**src/rtl/dsram_lsu_bridge.sv**
```systemverilog
// Load/store bridge from the memory-stage request port to the byte-lane data SRAM.
// Define DSRAM_LSU_SPLIT_EN to split lane-crossing accesses into two SRAM beats.
module dsram_lsu_bridge #(
    parameter int unsigned AW = 16
) (
    input  logic          clk,
    input  logic          rst_n,
    input  logic          req_valid,
    output logic          req_ready,
    input  logic          req_we,
    input  logic [1:0]    req_size,
    input  logic          req_unsigned,
    input  logic [AW+1:0] req_addr,
    input  logic [31:0]   req_wdata,
    output logic          rsp_valid,
    input  logic          rsp_ready,
    output logic [31:0]   rsp_rdata,
    output logic          rsp_err,
    output logic          sram_csn,
    output logic          sram_wen,
    output logic [3:0]    sram_ben,
    output logic [AW-1:0] sram_addr,
    output logic [31:0]   sram_din,
    input  logic [31:0]   sram_dout
);

`ifdef DSRAM_LSU_SPLIT_EN
    typedef enum logic [1:0] {IDLE, RESP, SPLIT} state_e;
`else
    typedef enum logic [1:0] {IDLE, RESP} state_e;
`endif

    state_e      state_q;
    logic        en_q;
    logic [1:0]  off_q;
    logic [1:0]  size_q;
    logic        uns_q;
    logic        we_q;
    logic        err_q;

    logic        accept;
    logic [3:0]  mask;
    logic [7:0]  lanes;
    logic        crossing;
    logic        bad_size;
    logic        req_err;
    logic [63:0] wd2;
    logic [31:0] din_rot;
    logic [31:0] rd_word;
    logic [63:0] rd2;
    logic [31:0] rd_sh;
    logic [31:0] rd_ext;

`ifdef DSRAM_LSU_SPLIT_EN
    logic          split_q;
    logic [31:0]   cap_q;
    logic [AW-1:0] addr2_q;
    logic [3:0]    ben2_q;
    logic [31:0]   din_q;
`endif

    assign req_ready = en_q & ((state_q == IDLE) | ((state_q == RESP) & rsp_ready));
    assign accept    = req_valid & req_ready;

    always_comb begin
        case (req_size)
            2'd0:    mask = 4'b0001;
            2'd1:    mask = 4'b0011;
            default: mask = 4'b1111;
        endcase
    end

    // Upper nibble holds the lanes that spill into the next word.
    assign lanes    = {4'b0000, mask} << req_addr[1:0];
    assign crossing = |lanes[7:4];
    assign bad_size = (req_size == 2'd3);
`ifdef DSRAM_LSU_SPLIT_EN
    assign req_err  = bad_size;
`else
    assign req_err  = bad_size | crossing;
`endif

    assign wd2     = {req_wdata, req_wdata} << {req_addr[1:0], 3'b000};
    assign din_rot = wd2[63:32];

    always_comb begin
        sram_csn  = 1'b1;
        sram_wen  = 1'b1;
        sram_ben  = 4'b0000;
        sram_addr = '0;
        sram_din  = '0;
`ifdef DSRAM_LSU_SPLIT_EN
        if (state_q == SPLIT) begin
            sram_csn  = 1'b0;
            sram_wen  = ~we_q;
            sram_ben  = we_q ? ben2_q : 4'b0000;
            sram_addr = addr2_q;
            sram_din  = din_q;
        end else
`endif
        if (accept && !req_err) begin
            sram_csn  = 1'b0;
            sram_wen  = ~req_we;
            sram_ben  = req_we ? lanes[3:0] : 4'b0000;
            sram_addr = req_addr[AW+1:2];
            sram_din  = din_rot;
        end
    end

    // Split loads: lanes at or above the offset came from the first (captured) beat.
`ifdef DSRAM_LSU_SPLIT_EN
    always_comb begin
        rd_word = sram_dout;
        if (split_q) begin
            for (int i = 0; i < 4; i++) begin
                if (i >= int'(off_q)) rd_word[8*i +: 8] = cap_q[8*i +: 8];
            end
        end
    end
`else
    assign rd_word = sram_dout;
`endif

    assign rd2   = {rd_word, rd_word} >> {off_q, 3'b000};
    assign rd_sh = rd2[31:0];

    always_comb begin
        case (size_q)
            2'd0:    rd_ext = {{24{~uns_q & rd_sh[7]}}, rd_sh[7:0]};
            2'd1:    rd_ext = {{16{~uns_q & rd_sh[15]}}, rd_sh[15:0]};
            default: rd_ext = rd_sh;
        endcase
    end

    assign rsp_valid = (state_q == RESP);
    assign rsp_err   = rsp_valid & err_q;
    assign rsp_rdata = (rsp_valid && !we_q && !err_q) ? rd_ext : 32'h0;

    always_ff @(posedge clk or negedge rst_n) begin
        if (!rst_n) begin
            state_q <= IDLE;
            en_q    <= 1'b0;
            off_q   <= 2'd0;
            size_q  <= 2'd0;
            uns_q   <= 1'b0;
            we_q    <= 1'b0;
            err_q   <= 1'b0;
`ifdef DSRAM_LSU_SPLIT_EN
            split_q <= 1'b0;
            cap_q   <= '0;
            addr2_q <= '0;
            ben2_q  <= 4'b0000;
            din_q   <= '0;
`endif
        end else begin
            en_q <= 1'b1;
`ifdef DSRAM_LSU_SPLIT_EN
            if (state_q == SPLIT) begin
                cap_q   <= sram_dout;
                state_q <= RESP;
            end else
`endif
            if (accept) begin
                off_q   <= req_addr[1:0];
                size_q  <= req_size;
                uns_q   <= req_unsigned;
                we_q    <= req_we;
                err_q   <= req_err;
                state_q <= RESP;
`ifdef DSRAM_LSU_SPLIT_EN
                split_q <= crossing & ~bad_size;
                addr2_q <= req_addr[AW+1:2] + AW'(1);
                ben2_q  <= lanes[7:4];
                din_q   <= din_rot;
                if (crossing && !bad_size) state_q <= SPLIT;
`endif
            end else if (state_q == RESP && rsp_ready) begin
                state_q <= IDLE;
            end
        end
    end

endmodule

```
**config.mk**
```make
export PLATFORM = sky130hd
export DESIGN_NAME = dsram_lsu_bridge
export DESIGN_NICKNAME = d
export VERILOG_FILES = /design/src/rtl/dsram_lsu_bridge.sv
export SDC_FILE = /design/constraint.sdc
export NUM_CORES = 1
export LEC_CHECK = 0
export CAP_MARGIN = 20
export CORE_MARGIN = 2
export CORE_UTILIZATION = 39
export DETAILED_ROUTE_END_ITERATION = 7
export PLACE_DENSITY = 0.88
export SYNTH_ARGS = -nofsm -noshare
export SYNTH_HDL_FRONTEND = slang
export SYNTH_SLANG_ARGS = --single-unit
```
**constraint.sdc**
```tcl
create_clock -name clk -period 5.2 [get_ports clk]
set_input_delay 1.3 -clock clk [delete_from_list [all_inputs] [get_ports clk]]
set_output_delay 1.3 -clock clk [all_outputs]
set_load 0.1 [all_outputs]
```
==> results.yml, run 1 <==
synthesis:
  syn_area_um2: 2550
  synth_mux_area_frac: 0.485
  ys_seq_area_frac: 0.0883
  synth_top_cell_area_share: 0.283
  synthXorXnorAreaFrac: 0.00343
  synthAdderAreaFrac: 0
  synth_top_family_by_area: "multiplexers"
  yosysTopAreaCell: "mux4_2"
  synth_compound_area_frac: 0.150
  yosys_warnings: 0
  synthTopCellsByArea: "mux4_2, and3_1, mux2i_1, dfrtp_1, mux2_2"
  syn_area_per_cell_um2: 8.98
  synthSimpleGateAreaFrac: 0.210
  synthDistinctLibCells: 33
  syn-num-nets: 374
  synth_cells: 284
  ys_ff_latch: 9
grt:
  grt_max_degree: 51
  grt_usage: 0.278
  first_global_vias: 3184
  overflow: 0
  grt_pass1_wl_um: 16000
  grt_antenna_before_repair: 0
cts:
  cts_made_buffers: 3
  insertion_delay_ns: 0.23
  root_buffer: "clkbuf_8"
  post_cts_buffers: 0
  cts_resized: 0
  cts_num_sinks: 9
  htree_num_levels: 1
  max-clock-path-buffers: 2
  clk_pin_slew_ns: 0.04
  cts_tree: "done"
  cts_hold_buffers: 0
setup_path:
  critPathCaptureType: "primary output"
  timing.rr.end: "err_q"
  timing.rr.start: "state_q[0]"
  cp.arrival_ns: 3.40
  critical_path.max_fanout: 8
  cp-start-kind: "input pin"
  crit_required_ns: 3.90
  r2r_slack_ns: 3.61
  critical_path_class: "in2out"
  rr_worst_depth: 5
floorplanning:
  ioPinCount: 179
  start_util: 0.402
  die_x_um: 84.9
  die_h_um: 84.9
  fp.coreArea_um2: 6350
  die_area_um2: 7200
  row_count: 29
power:
  ir_worst_vdd_mv: 0.184
  p_per_area_nw_per_um2: 179
  switching_share: 0.532
  power.switching_mw: 0.471
  internal_power_mw: 0.415
  pwr-share-seq: 0.108
  p_leak_nw: 2.12
  pwr-share-comb: 0.802
  p_clk_frac: 0.090
run:
  drv_cap: 0
placement:
  dp_cells: 512
  gp_congestion: 1.01
  numPortBuffers: 178
  placed_area_um2: 4890
  dp_hpwl_um: 8290
sta:
  fin_hold_ws_ns: 0.484
  hold_viol_final: 0
  slew_violations: 0
  finClkSkew_ns: 0.000853
  max_freq_mhz: 213
  setup_viol: 0
  relSlewSlack: 0.347
  tightest_slew_ns: 0.977
  rsz0062_at_grt: "no"
  min_period_ns: 4.70
  fin_crit_sh: 0.904
drt:
  first_pass_iters: 4
  drc: 0
  drt-total-wl_um: 10300
  antenna_left: 0
  drtIter0Drc: 148
  vias: 3104
  viasPerCell: 6.02
  avgRoutedWirePerCell_um: 19.9
final_layout:
  n_antenna_cell: 0
  final_cell_area_um2: 4940
  final_nets: 530
  drive_gt1_frac: 0.374
  syn_to_final_growth_pct: 93.7
  final_util: 0.778
  layoutNonFillerInstCount: 516
hold_path:
  hp-class: "reg2reg"
  worstHoldStart: "we_q"
  hold_end: "we_q"
  hold_path_depth: 2
run_status:
  status: "finished clean"
## power groups by stage
| stage | registers, mW | clock network [mW] | logic [mW] |
|---|---|---|---|
| detailed placement | 0.0963 | 0 | 0.708 |
| floorplan | 0.0925 | 0 | 0.490 |
| global route | 0.0978 | 0.0856 | 0.744 |
| CTS | 0.0954 | 0.0824 | 0.710 |
| finish | 0.0957 | 0.0799 | 0.711 |
| global placement | 0.0957 | 0 | 0.690 |
## synthesized netlist by cell type, drive strengths merged
master   number
nand2b        3
nor4bb        1
nor2         22
nand3b        1
o22a          8
conb          1
xor2          1
nand2        11
or4           1
o21ai        18
mux4         32
clkbuf       14
and3         49
mux2i        29
o2111ai       1
nand3         3
inv           2
o21a          2
o21bai        1
mux2         20
a21oi        20
nor3          3
a21o          1
and2          2
dfrtp         9
buf          20
a211oi        7
or3b          2
## state kept, by name, summed over array words and instances, names as in the netlist
signal / count
we_q: 1
en_q: 1
uns_q: 1
off_q: 2
size_q: 2
err_q: 1
state_q: 1
## through the flow
| step | setup WS [ns] | setup TNS, ns | total power [mW] |
|---|---|---|---|
| after global routing | 0.436 | 0 | 0.927 |
| after CTS | 0.515 | 0 | 0.887 |
| after detailed placement | 0.516 | 0 | 0.804 |
| final | 0.499 | 0 | 0.886 |
| after global placement | 0.614 | 0 | 0.786 |
| after floorplan | -0.173 | -0.173 | 0.582 |
## critical path, stage by stage
cell and delay (ns):
clkdlybuf4s50_1 0.54, mux2i_1 0.12, mux2_2 0.29, or4_1 0.66
a21oi_2 0.28, buf_12 0.21
## worst max path at each step
stage / startpoint / to / slack [ns] / cells past startpoint
after floorplan: req_addr[0] / sram_ben[0] / -0.17 / 5
after global placement: sram_dout[31] / rsp_rdata[13] / 0.61 / 6
after detailed placement: sram_dout[23] / rsp_rdata[13] / 0.52 / 6
after CTS: sram_dout[23] / rsp_rdata[13] / 0.52 / 6
after global routing: sram_dout[23] / rsp_rdata[15] / 0.44 / 6
final: sram_dout[23] / rsp_rdata[13] / 0.50 / 6
## metal layers
| layer | wire length [um] | vias up | part of all wire | track usage |
|---|---|---|---|---|
| met5 | 0 | - | 0 | 0 |
| met4 | 231 | 0 | 0.022 | 0.0794 |
| met3 | 1020 | 18 | 0.10 | 0.0924 |
| met2 | 5460 | 162 | 0.53 | 0.507 |
| met1 | 3560 | 1508 | 0.35 | 0.307 |
| li1 | - | 1416 | - | - |
## kinds of logic (layout without fill, tap and decap cells)
group,Yosys count,in the layout
AND/OR/NAND/NOR,98,98
XOR/XNOR,1,1
other,1,1
multiplexers,81,81
AO/OA/AOI/OAI,58,58
buffers and inverters,36,191
flip-flops,9,9
## layout make-up
class | instances | area, um^2
repair buffers | 185 | 2380
fillers | 386 | 1410
well taps | 77 | 96.3
multi-input cells | 239 | 2180
inverters | 2 | 7.51
clock buffers | 4 | 45.0
flip-flops and latches | 9 | 225
## cells in the final DEF, fill, tap and decap left out
master and instances:
or4_1 1, nor3_2 2, a21oi_2 9, conb_1 1, inv_2 1, clkdlybuf4s50_1 89, a21o_1 1, a211oi_1 6
clkbuf_1 1, nor2_1 22, o22a_1 8, o21ai_1 11, o2111ai_1 1, buf_2 2, mux2i_1 29, nand2b_1 3
o21ai_0 7, nand2_1 11, or3b_1 2, nor4bb_1 1, nand3b_1 1, inv_1 1, a211oi_2 1, and3_1 49
nand3_1 3, o21bai_1 1, and2_1 2, buf_12 62, xor2_1 1, a21oi_1 11, buf_4 32, mux2_2 20
o21a_1 2, mux4_2 32, nor3_1 1, dfrtp_1 9, clkbuf_8 3
Note: power is estimated with default switching activity, not from simulation.
==> run 2, diff against run 1 <==
- TNS_END_PERCENT: unset -> 20
==> run 2 against run 1 <==
Clock power rose by 2%. First-iteration DRC count fell by 4.1%. Critical path type unchanged. Critical path depth did not move. Global-route usage rose by 0.091 points. Power rose by 2.4%. Combinational power rose by 3%.
==> results.yml, run 2 (synthesized netlist as in run 1, its figures left out) <==
cts:
  post_cts_buffers: 0
  insertion_delay_ns: 0.23
  cts_num_sinks: 9
  cts_made_buffers: 3
  root_buffer: "clkbuf_8"
  clk_pin_slew_ns: 0.04
  cts_tree: "done"
  cts_resized: 0
  htree_num_levels: 1
  max-clock-path-buffers: 2
  cts_hold_buffers: 0
sta:
  rsz0062_at_grt: "no"
  finClkSkew_ns: 0.000795
  slew_violations: 0
  tns_ns: 0
  tightest_slew_ns: 0.988
  hold_viol_final: 0
  max_freq_mhz: 212
  setup_viol: 0
  fin_crit_sh: 0.907
  setup_ws_ns: 0.486
  relSlewSlack: 0.340
  min_period_ns: 4.71
  fin_hold_ws_ns: 0.500
floorplanning:
  fp.coreArea_um2: 6350
  row_count: 29
  die_h_um: 84.9
  die_area_um2: 7200
  start_util: 0.402
  ioPinCount: 179
  die_x_um: 84.9
drt:
  antenna_left: 0
  drt-total-wl_um: 10300
  drtIter0Drc: 142
  drc: 0
  vias: 3073
  avgRoutedWirePerCell_um: 19.9
  viasPerCell: 5.93
  first_pass_iters: 4
grt:
  grt_max_degree: 46
  grt_pass1_wl_um: 16300
  grt_usage: 0.279
  grt_antenna_before_repair: 0
  first_global_vias: 3255
  overflow: 0
placement:
  pre_cts_slack_ns: 0.509
  numPortBuffers: 178
  dp_hpwl_um: 8360
  gp_congestion: 0.932
final_layout:
  final_common_cell: "clkdlybuf4s50_1"
  layout_common_cells: "clkdlybuf4s50_1, buf_12, and3_1"
  final_nets: 532
  drive_gt1_frac: 0.374
  reg.largest.list: "off_q (2), size_q (2)"
  n_antenna_cell: 0
  syn_to_final_growth_pct: 99.5
hold_path:
  hp-class: "reg2reg"
setup_path:
  crit_required_ns: 3.90
  critical_path_class: "in2out"
  cp.arrival_ns: 3.41
  cp-start-kind: "input pin"
  critical_path.max_fanout: 8
  critPathCaptureType: "primary output"
power:
  p_per_area_nw_per_um2: 178
  total_power_mw: 0.907
  p_leak_nw: 2.16
  ir_worst_vdd_mv: 0.191
run:
  drv_cap: 0
run_status:
  status: "finished clean"
==> run 2: cell count changes in the layout (fill, tap and decap cells not counted), sizes merged <==
cell	delta
buf	+2
==> run 2: metrics by stage <==
| stage | util | cell area, um^2 | cells |
|---|---|---|---|
| CTS | 0.801 | 5090 | 518 |
| global route | 0.801 | 5090 | 518 |
| finish | 0.801 | 5090 | 518 |
| floorplan | - | 2560 | 284 |
| global placement | 0.794 | 5040 | 514 |
| detailed placement | 0.794 | 5040 | 514 |
==> run 2: per-layer routing <==
layer,track usage,up-vias,wire [um]
met3,0.100,14,942
met5,0,-,0
li1,-,1420,-
met2,0.509,152,5480
met4,0.0765,0,146
met1,0.304,1487,3720
==> run 2: final cells by class <==
cell class	count	area [um^2]
clock buffers	4	45.0
fillers	364	1260
inverters	2	7.51
multi-input cells	239	2180
flip-flops and latches	9	225
well taps	77	96.3
repair buffers	187	2530
==> run 2: where the power goes <==
group          internal, mW  switching [mW]  leakage, nW
registers            0.0811          0.0142        0.107
logic                 0.296           0.435         2.03
clock network        0.0534          0.0282       0.0228
==> run 2: worst paths after layout <==
kind	startpoint	to	slack [ns]	cells after the start
setup / recovery	sram_dout[7]	rsp_rdata[15]	0.49	6
hold / removal	we_q	we_q	0.50	2
setup reg to reg	state_q[0]	err_q	3.88	4
hold reg to reg	we_q	we_q	0.50	2
max in group asynchronous	rst_n	size_q[0]	3.59	1
min in group asynchronous	rst_n	off_q[1]	1.35	1
==> run 2: worst max-delay path, stage by stage <==
cell and delay, ns:
clkdlybuf4s50_1 0.54, mux2i_1 0.12, mux2_2 0.29, or4_1 0.65
a21oi_2 0.30, buf_12 0.21
==> run 3, diff against run 2 <==
- ABC_CLOCK_PERIOD_IN_PS: unset -> 5200
==> results of run 3 <==
Final layout, timing and power as in run 2 (identical DEF).
